$ cat config.mk
export PLATFORM = sky130hd
export DESIGN_NAME = per2axi_res_buffer
export DESIGN_NICKNAME = d
export VERILOG_FILES = /design/src/rtl/per2axi_res_buffer.sv
export SDC_FILE = /design/constraint.sdc
export NUM_CORES = 1
export LEC_CHECK = 0
export BUFFER_PORTS_ARGS = -buffer_cell sky130_fd_sc_hd__buf_4
export CORE_MARGIN = 1
export CORE_UTILIZATION = 40
export DETAILED_ROUTE_END_ITERATION = 16
export GPL_TIMING_DRIVEN = 1
export PLACE_DENSITY = 0.71
export SETUP_SLACK_MARGIN = 0.4
export SLEW_MARGIN = 20
export SYNTH_ARGS = -nofsm -noshare
export SYNTH_HDL_FRONTEND = slang
export SYNTH_SLANG_ARGS = --single-unit
$ cat constraint.sdc
create_clock -name clk_i -period 1.6 [get_ports clk_i]
set_input_delay 0.08 -clock clk_i [delete_from_list [all_inputs] [get_ports clk_i]]
set_output_delay 0.08 -clock clk_i [all_outputs]
set_load 0.05 [all_outputs]
$ cat src/rtl/per2axi_res_buffer.sv
// per2axi response path: merges AXI R/B beats through a round-robin arbiter
// into a small FIFO returned to the peripheral interconnect.
module per2axi_res_buffer #(
   parameter int PER_ID_WIDTH   = 5,
   parameter int AXI_ADDR_WIDTH = 32,
   parameter int AXI_DATA_WIDTH = 64,
   parameter int AXI_USER_WIDTH = 6,
   parameter int AXI_ID_WIDTH   = 3,
   parameter int FIFO_DEPTH     = 2
) (
   input  logic                      clk_i,
   input  logic                      rst_ni,
   output logic                      per_slave_r_valid_o,
   input  logic                      per_slave_r_ready_i,
   output logic                      per_slave_r_opc_o,
   output logic [PER_ID_WIDTH-1:0]   per_slave_r_id_o,
   output logic [31:0]               per_slave_r_rdata_o,
   input  logic                      axi_master_r_valid_i,
   input  logic [AXI_DATA_WIDTH-1:0] axi_master_r_data_i,
   input  logic [1:0]                axi_master_r_resp_i,
   input  logic                      axi_master_r_last_i,
   input  logic [AXI_ID_WIDTH-1:0]   axi_master_r_id_i,
   input  logic [AXI_USER_WIDTH-1:0] axi_master_r_user_i,
   output logic                      axi_master_r_ready_o,
   input  logic                      axi_master_b_valid_i,
   input  logic [1:0]                axi_master_b_resp_i,
   input  logic [AXI_ID_WIDTH-1:0]   axi_master_b_id_i,
   input  logic [AXI_USER_WIDTH-1:0] axi_master_b_user_i,
   output logic                      axi_master_b_ready_o,
   input  logic                      trans_req_i,
   input  logic [AXI_ID_WIDTH-1:0]   trans_id_i,
   input  logic [AXI_ADDR_WIDTH-1:0] trans_add_i,
   output logic [7:0]                err_cnt_o
);

   localparam int NLANES = AXI_DATA_WIDTH / 32;
   localparam int LANE_W = (NLANES > 1) ? $clog2(NLANES) : 1;
   localparam int PTR_W  = $clog2(FIFO_DEPTH);
   localparam int CNT_W  = PTR_W + 1;

   typedef struct packed {
      logic                    opc;
      logic [PER_ID_WIDTH-1:0] id;
      logic [31:0]             rdata;
   } entry_t;

   typedef enum logic {PRIO_R = 1'b0, PRIO_B = 1'b1} prio_e;

   logic [LANE_W-1:0] r_lane_tbl [PER_ID_WIDTH];
   entry_t            r_mem [FIFO_DEPTH];
   logic [PTR_W-1:0]  r_wptr;
   logic [PTR_W-1:0]  r_rptr;
   logic [CNT_W-1:0]  r_cnt;
   logic [7:0]        r_err_cnt;
   prio_e             r_prio;
   prio_e             w_prio_nxt;

   logic              w_full;
   logic              w_empty;
   logic              w_r_rdy;
   logic              w_b_rdy;
   logic              w_gnt_r;
   logic              w_gnt_b;
   logic              w_push;
   logic              w_pop;
   logic [LANE_W-1:0] w_lane;
   logic [31:0]       w_rdata;
   entry_t            w_entry;
   entry_t            w_head;
   logic              w_unused;

   assign w_unused = ^{axi_master_r_user_i, axi_master_b_user_i,
                       axi_master_r_last_i, trans_add_i};

   assign w_full  = (r_cnt == CNT_W'(FIFO_DEPTH));
   assign w_empty = (r_cnt == '0);

   // Readies depend only on registered state and AXI valids, never on the
   // peripheral ready, so a full FIFO stays closed even while it drains.
   assign w_r_rdy = !w_full && (r_prio == PRIO_R || !axi_master_b_valid_i);
   assign w_b_rdy = !w_full && (r_prio == PRIO_B || !axi_master_r_valid_i);
   assign w_gnt_r = w_r_rdy && axi_master_r_valid_i;
   assign w_gnt_b = w_b_rdy && axi_master_b_valid_i;
   assign w_push  = w_gnt_r || w_gnt_b;
   assign w_pop   = !w_empty && per_slave_r_ready_i;

   assign axi_master_r_ready_o = w_r_rdy;
   assign axi_master_b_ready_o = w_b_rdy;

   always_comb begin
      w_prio_nxt = r_prio;
      if (w_gnt_r) w_prio_nxt = PRIO_B;
      else if (w_gnt_b) w_prio_nxt = PRIO_R;
   end

   always_ff @(posedge clk_i or negedge rst_ni) begin
      if (!rst_ni) r_prio <= PRIO_R;
      else         r_prio <= w_prio_nxt;
   end

   always_comb begin
      w_lane = '0;
      for (int i = 0; i < PER_ID_WIDTH; i++) begin
         if (NLANES > 1 && axi_master_r_id_i == AXI_ID_WIDTH'(i))
            w_lane = r_lane_tbl[i];
      end
   end

   always_comb begin
      w_rdata = axi_master_r_data_i[31:0];
      for (int j = 0; j < NLANES; j++) begin
         if (w_lane == LANE_W'(j))
            w_rdata = axi_master_r_data_i[32*j +: 32];
      end
   end

   always_comb begin
      w_entry = '0;
      if (w_gnt_r) begin
         w_entry.opc   = axi_master_r_resp_i[1];
         w_entry.id    = PER_ID_WIDTH'(1) << axi_master_r_id_i;
         w_entry.rdata = w_rdata;
      end else if (w_gnt_b) begin
         w_entry.opc   = axi_master_b_resp_i[1];
         w_entry.id    = PER_ID_WIDTH'(1) << axi_master_b_id_i;
      end
   end

   always_ff @(posedge clk_i or negedge rst_ni) begin
      if (!rst_ni) begin
         for (int i = 0; i < PER_ID_WIDTH; i++) r_lane_tbl[i] <= '0;
      end else if (trans_req_i) begin
         for (int i = 0; i < PER_ID_WIDTH; i++) begin
            if (trans_id_i == AXI_ID_WIDTH'(i))
               r_lane_tbl[i] <= (NLANES > 1) ? trans_add_i[2 +: LANE_W] : '0;
         end
      end
   end

   always_ff @(posedge clk_i or negedge rst_ni) begin
      if (!rst_ni) begin
         for (int i = 0; i < FIFO_DEPTH; i++) r_mem[i] <= '0;
         r_wptr <= '0;
         r_rptr <= '0;
         r_cnt  <= '0;
      end else begin
         if (w_push) begin
            r_mem[r_wptr] <= w_entry;
            r_wptr        <= r_wptr + 1'b1;
         end
         if (w_pop) r_rptr <= r_rptr + 1'b1;
         if (w_push && !w_pop) r_cnt <= r_cnt + 1'b1;
         else if (!w_push && w_pop) r_cnt <= r_cnt - 1'b1;
      end
   end

   always_ff @(posedge clk_i or negedge rst_ni) begin
      if (!rst_ni) r_err_cnt <= '0;
      else if (w_push && w_entry.opc && r_err_cnt != 8'hFF)
         r_err_cnt <= r_err_cnt + 1'b1;
   end

   assign w_head              = w_empty ? '0 : r_mem[r_rptr];
   assign per_slave_r_valid_o = !w_empty;
   assign per_slave_r_opc_o   = w_head.opc;
   assign per_slave_r_id_o    = w_head.id;
   assign per_slave_r_rdata_o = w_head.rdata;
   assign err_cnt_o           = r_err_cnt;

endmodule
Word level (Yosys, flattened, before mapping)
Cells that the tools add are included. W data, S select, Z words.

Reductions and logical operators: 29. Bitwise operators: 3. Equality and inequality tests: 10. $add $sub $neg: 5. Order comparisons: 3. Shift operators: 2. Multiplexer cells: 20.

Operators by type and width (count): $mux W38 (5); $bwmux W76 (1); $mux W32 (2); $demux W38 S1 (1); $eq A3 B2 Y1 const B (4); $mux W6 (2); $logic_and A1 B1 Y1 (10); $reduce_and A2 Y1 (5); $shl A1 B3 Y5 const A (2); $add A8 B1 Y8 const B (1); $ne A8 B8 Y1 const B (1); $mux W1 (7); $eq A3 B1 Y1 const B (2); $eq A3 B3 Y1 const B (2); $logic_not A1 Y1 (6); $logic_not A3 Y1 (2); $ge A2 B2 Y1 const B (2); $mux W2 (2); $not A1 Y2 (2); $reduce_bool A2 Y1 (2); $logic_or A1 B1 Y1 (3); $add A1 B1 Y1 const B (2); $add A2 B1 Y2 const B (1); $eq A2 B2 Y1 const B (1); other kinds (4) (4).

Input port bits: 128. Word-level logic and storage cells: 88. Output and inout port bits: 49. Bits in registers: 94.

Longest topological paths before layout
Depth after elaboration: 9. Mapped depth: 9. Depth with buffers taken out: 7.

Worst setup path before layout
Ideal clock, no wire load.

Kind: register -> register. Start: register r_err_cnt[2] (netlist: err_cnt_o[2]). End: register r_err_cnt[1] (netlist: err_cnt_o[1]). Setup time: 0.128 ns. Data required time: 1.472 ns. Arrival time: 1.821 ns. Cell stages (with the launch flop): 6. Buffers on the path: 0. Period minus slack after synthesis: 1.948 ns. Path slack: -0.348 ns. Cells stage by stage: dfrtp_1 -> and4_1 -> nand2_1 -> o21ai_1 -> nor2_1 -> mux2_1.

Word-level cells in the longest chain between the ends: 2.

RTL lines: start: declaration (RTL line 54) `logic [7:0] r_err_cnt;`; start signal: assignment (RTL line 160) `r_err_cnt <= r_err_cnt + 1'b1;`; $ne A8 B8 Y1 (RTL line 159) `else if (w_push && w_entry.opc && r_err_cnt != 8'hFF)`; $logic_and A1 B1 Y1 (RTL line 159).

No other way between the ends. A chain may end at the register's enable or synchronous reset.

Worst setup path after layout
Start: register r_cnt[0]. End: register r_mem[19] in the netlist's numbering.

Elaborated cells between the ends (all ways): 9. Classes of those cells: eq/ne (1); mux (2); reduce/logical (6).

RTL lines: start: declaration (RTL line 53) `logic [CNT_W-1:0] r_cnt;`; start signal: assignment (RTL line 152) `if (w_push && !w_pop) r_cnt <= r_cnt + 1'b1;`; start signal: assignment (RTL line 153) `else if (!w_push && w_pop) r_cnt <= r_cnt - 1'b1;`; $eq A2 B2 Y1 * (RTL line 75) `assign w_full = (r_cnt == CNT_W'(FIFO_DEPTH));`; $logic_not A1 Y1 * (RTL line 80, 81); $logic_and A1 B1 Y1, on equally long branches (RTL line 80, 81); $logic_and A1 B1 Y1, on equally long branches (RTL line 82, 83); $logic_or A1 B1 Y1 * (RTL line 84) `assign w_push = w_gnt_r || w_gnt_b;`; net w_push (RTL line 64) `logic w_push;`; end signal: indexed assignment (RTL line 148) `r_mem[r_wptr] <= w_entry;`; end: declaration (RTL line 50) `entry_t r_mem [FIFO_DEPTH];`.

Mark *: on every way through the listed nets, which the timed path passes. The rest lies on a longest branch.

==> impl_metrics.yaml <==
route:
  drt_iter0_markers: 463
  vias: 5967
  final_antenna_net_count: 0
  vias_per_cell: 6.12
  wl_per_cell_um: 24.1
  remaining_drc_errors: 0
  routed_wl_um: 23500
  dr.pass1.iters: 5
sta:
  min_period_ns: 1.82
  min_period_over_period_pct: 114
  fmax_ghz: 0.549
  rsz0062_at_grt: "true"
  final-setup-viol-count: 112
  slew_headroom_pct: 67.2
  finalClockSkew_ns: 0.0103
  final_max_slew_viol_count: 0
  tightest_slew_ns: 0.492
  hold_violations: 0
  setup_slack_ns: -0.221
  setup_tns_ns: -7.10
  hold_ws_ns: 0.0180
yosys:
  synthArstFlopShare_pct: 100
  syn_inst: 614
  synth_ff_type: "dfrtp_1"
  avgSynthCellArea_um2: 8.65
  synth_largest_area_cell: "dfrtp_1"
  synth_cell_types: 39
  synth.cell_area_um2: 5310
  ys_seq_elements: 94
  synth_top_area_share_pct: 44.3
  syn_nets: 744
  ys_seq_area_share_pct: 44.3
  yosysWarningCount: 0
  synth_edf_count: 0
  ys_top_cells_by_area: "dfrtp_1 44%, mux2i_1 14%, nor2_1 8.6%"
finish:
  final_common_cell: "buf_4"
  drive_above_1_share_pct: 62.4
  final_cell_mix: "104 x buf_4, 84 x dfrtp_1, 76 x nor2_4, 68 x nand2_1, 57 x buf_6"
  n_antenna_cell: 0
  area_growth_pct: 92.6
  design_area_um2: 10200
  final_nets: 929
  final_cells: 975
worst_hold_path:
  hold_path_class: "in -> reg"
  hold_start: "axi_master_r_data_i[57]"
  hold_depth: 3
  hold_end: "r_mem[63]"
flow_run:
  max_cap_violations: 0
clocking:
  clock_path_buffers: 2
  numClockSinks: 94
  cts.htree.levels: 3
  clk_pin_slew_ns: 0.07
  clk_latency_ns: 0.36
  numCtsBuffers: 9
  cts_tree: "built"
  clockRootBuffer: "clkbuf_16"
setup_path:
  critPathMaxStageDelay_ns: 0.42
  crit_type: "reg -> reg"
  r2r_cells: 9
  cp-start-kind: "register"
  crit_chain: "nand2b_4 -> buf_6 -> o21ai_4 -> inv_2 -> and2_4 -> buf_12 -> buf_12 -> buf_16 -> a31oi_1"
  cpMostUsedCell: "buf_12"
  r2r-end: "r_mem[19]"
  worstPathArrival_ns: 2.08
  crit_fanout: 8
  critPathRequiredTime_ns: 1.86
  crit_path_top_delay_cell: "dfrtp_2"
  ff2ff_setup_slack_ns: -0.22
  crit_path_end_kind: "register"
  r2r_start: "r_cnt[0]"
global_routing:
  grt_max_degree: 49
  gr-total-overflow: 0
  grt_pass1_vias: 5691
  antenna_found_initial: 0
  grt_pass1_wl_um: 30000
  grt.total_usage_pct: 29.6
die:
  die_w_um: 117
  boundaryPins: 177
  coreArea_um2: 12800
  start_util_pct: 41.6
  fp-row-count: 41
  die_y_um: 117
  dieArea_um2: 13700
place:
  port_buffers: 130
  place.gp.congestion: 0.804
  dp_cells: 892
  dp_hpwl_um: 9800
  place_area_um2: 7030
outcome:
  violations: "setup timing"
  status: "finished with violations"
power_and_ir_drop:
  ir_worst_vdd_mv: 1.81
  leakagePower_nw: 4.29
  p_per_area_nw_per_um2: 2600
-- state kept, by name, indices dropped and copies added (netlist names) --
signal / count
r_prio: 1
r_wptr: 1
err_cnt_o: 8
r_cnt: 2
r_rptr: 1
r_mem: 76
r_lane_tbl: 5
-- cell type report --
| cell class | count | area, um^2 |
|---|---|---|
| well taps | 172 | 215 |
| flip-flops and latches | 94 | 2360 |
| multi-input cells | 466 | 4560 |
| clock buffers | 9 | 225 |
| fillers | 640 | 2540 |
| clock inverters | 6 | 63.8 |
| inverters | 4 | 17.5 |
| repair buffers | 224 | 2780 |
-- power breakdown --
group          internal, mW  switching (mW)
clock                  1.20           0.983
combinational          8.89            10.6
sequential             3.61            1.39
-- kinds of logic after synthesis --
family / Yosys count / share of synthesized area (%)
XOR/XNOR: 12 / 1.98
adder cells (fa/ha/maj): 2 / 0.471
multiplexers: 79 / 15.3
AO/OA/AOI/OAI: 119 / 13.8
buffers and inverters: 54 / 4.43
flip-flops: 94 / 44.3
AND/OR/NAND/NOR: 254 / 19.8
-- critical path, delay by kind of cell (launching register included) --
family,cells,cell delay (ns)
compound gates,2,0.31
simple gates,2,0.36
flops,1,0.42
buf+inv,5,0.62
-- Yosys cell counts (4+ instances only) --
master	number
clkbuf_1	18
a31oi_1	65
a21oi_1	16
nor2_1	122
buf_1	8
xor2_1	9
o22ai_1	32
dfrtp_1	94
mux2i_1	72
buf_2	23
nand2_1	105
mux2_2	5
inv_1	4
-- worst max-delay path by stage --
stage / start / end / slack (ns)
after floorplan: r_cnt[0] / err_cnt_o[1] / -0.04
after CTS: r_cnt[1] / per_slave_r_rdata_o[9] / -0.05
final: r_cnt[0] / r_mem[19] / -0.22
after detailed placement: axi_master_r_id_i[0] / r_mem[31] / -0.004
after global placement: axi_master_r_id_i[0] / r_mem[64] / 0.03
after global routing: r_cnt[0] / r_mem[19] / -0.26
-- layer usage --
layer  vias to the layer above  global-route usage, %  routed length, um
li1                       2550                      -                  -
met1                      2986                   35.6               8760
met2                       338                   50.8              12100
met3                        93                   6.28               1680
met4                         0                   13.4               1010
met5                         -                      0                  0
-- repair_timing --
item                       CTS  global route
gates cloned                21             5
hold endpoints to repair    40             0
gates resized for setup    250           141
hold buffers                 4             0
pin swaps                  123            27
setup buffers               37             1
setup endpoints to repair  128           129
-- through the flow --
| step | utilization (%) | setup WS [ns] | power (mW) |
|---|---|---|---|
| 6_report | 80.1 | -0.221 | 26.6 |
| 2_1_floorplan | - | -0.0431 | 13.0 |
| 3_3_place_gp | 55.0 | 0.0273 | 15.7 |
| 5_1_grt | 80.1 | -0.258 | 27.5 |
| 3_5_place_dp | 55.0 | -0.00419 | 16.0 |
| 4_1_cts | 72.7 | -0.0497 | 23.2 |
(Power assumes the default switching activity.)
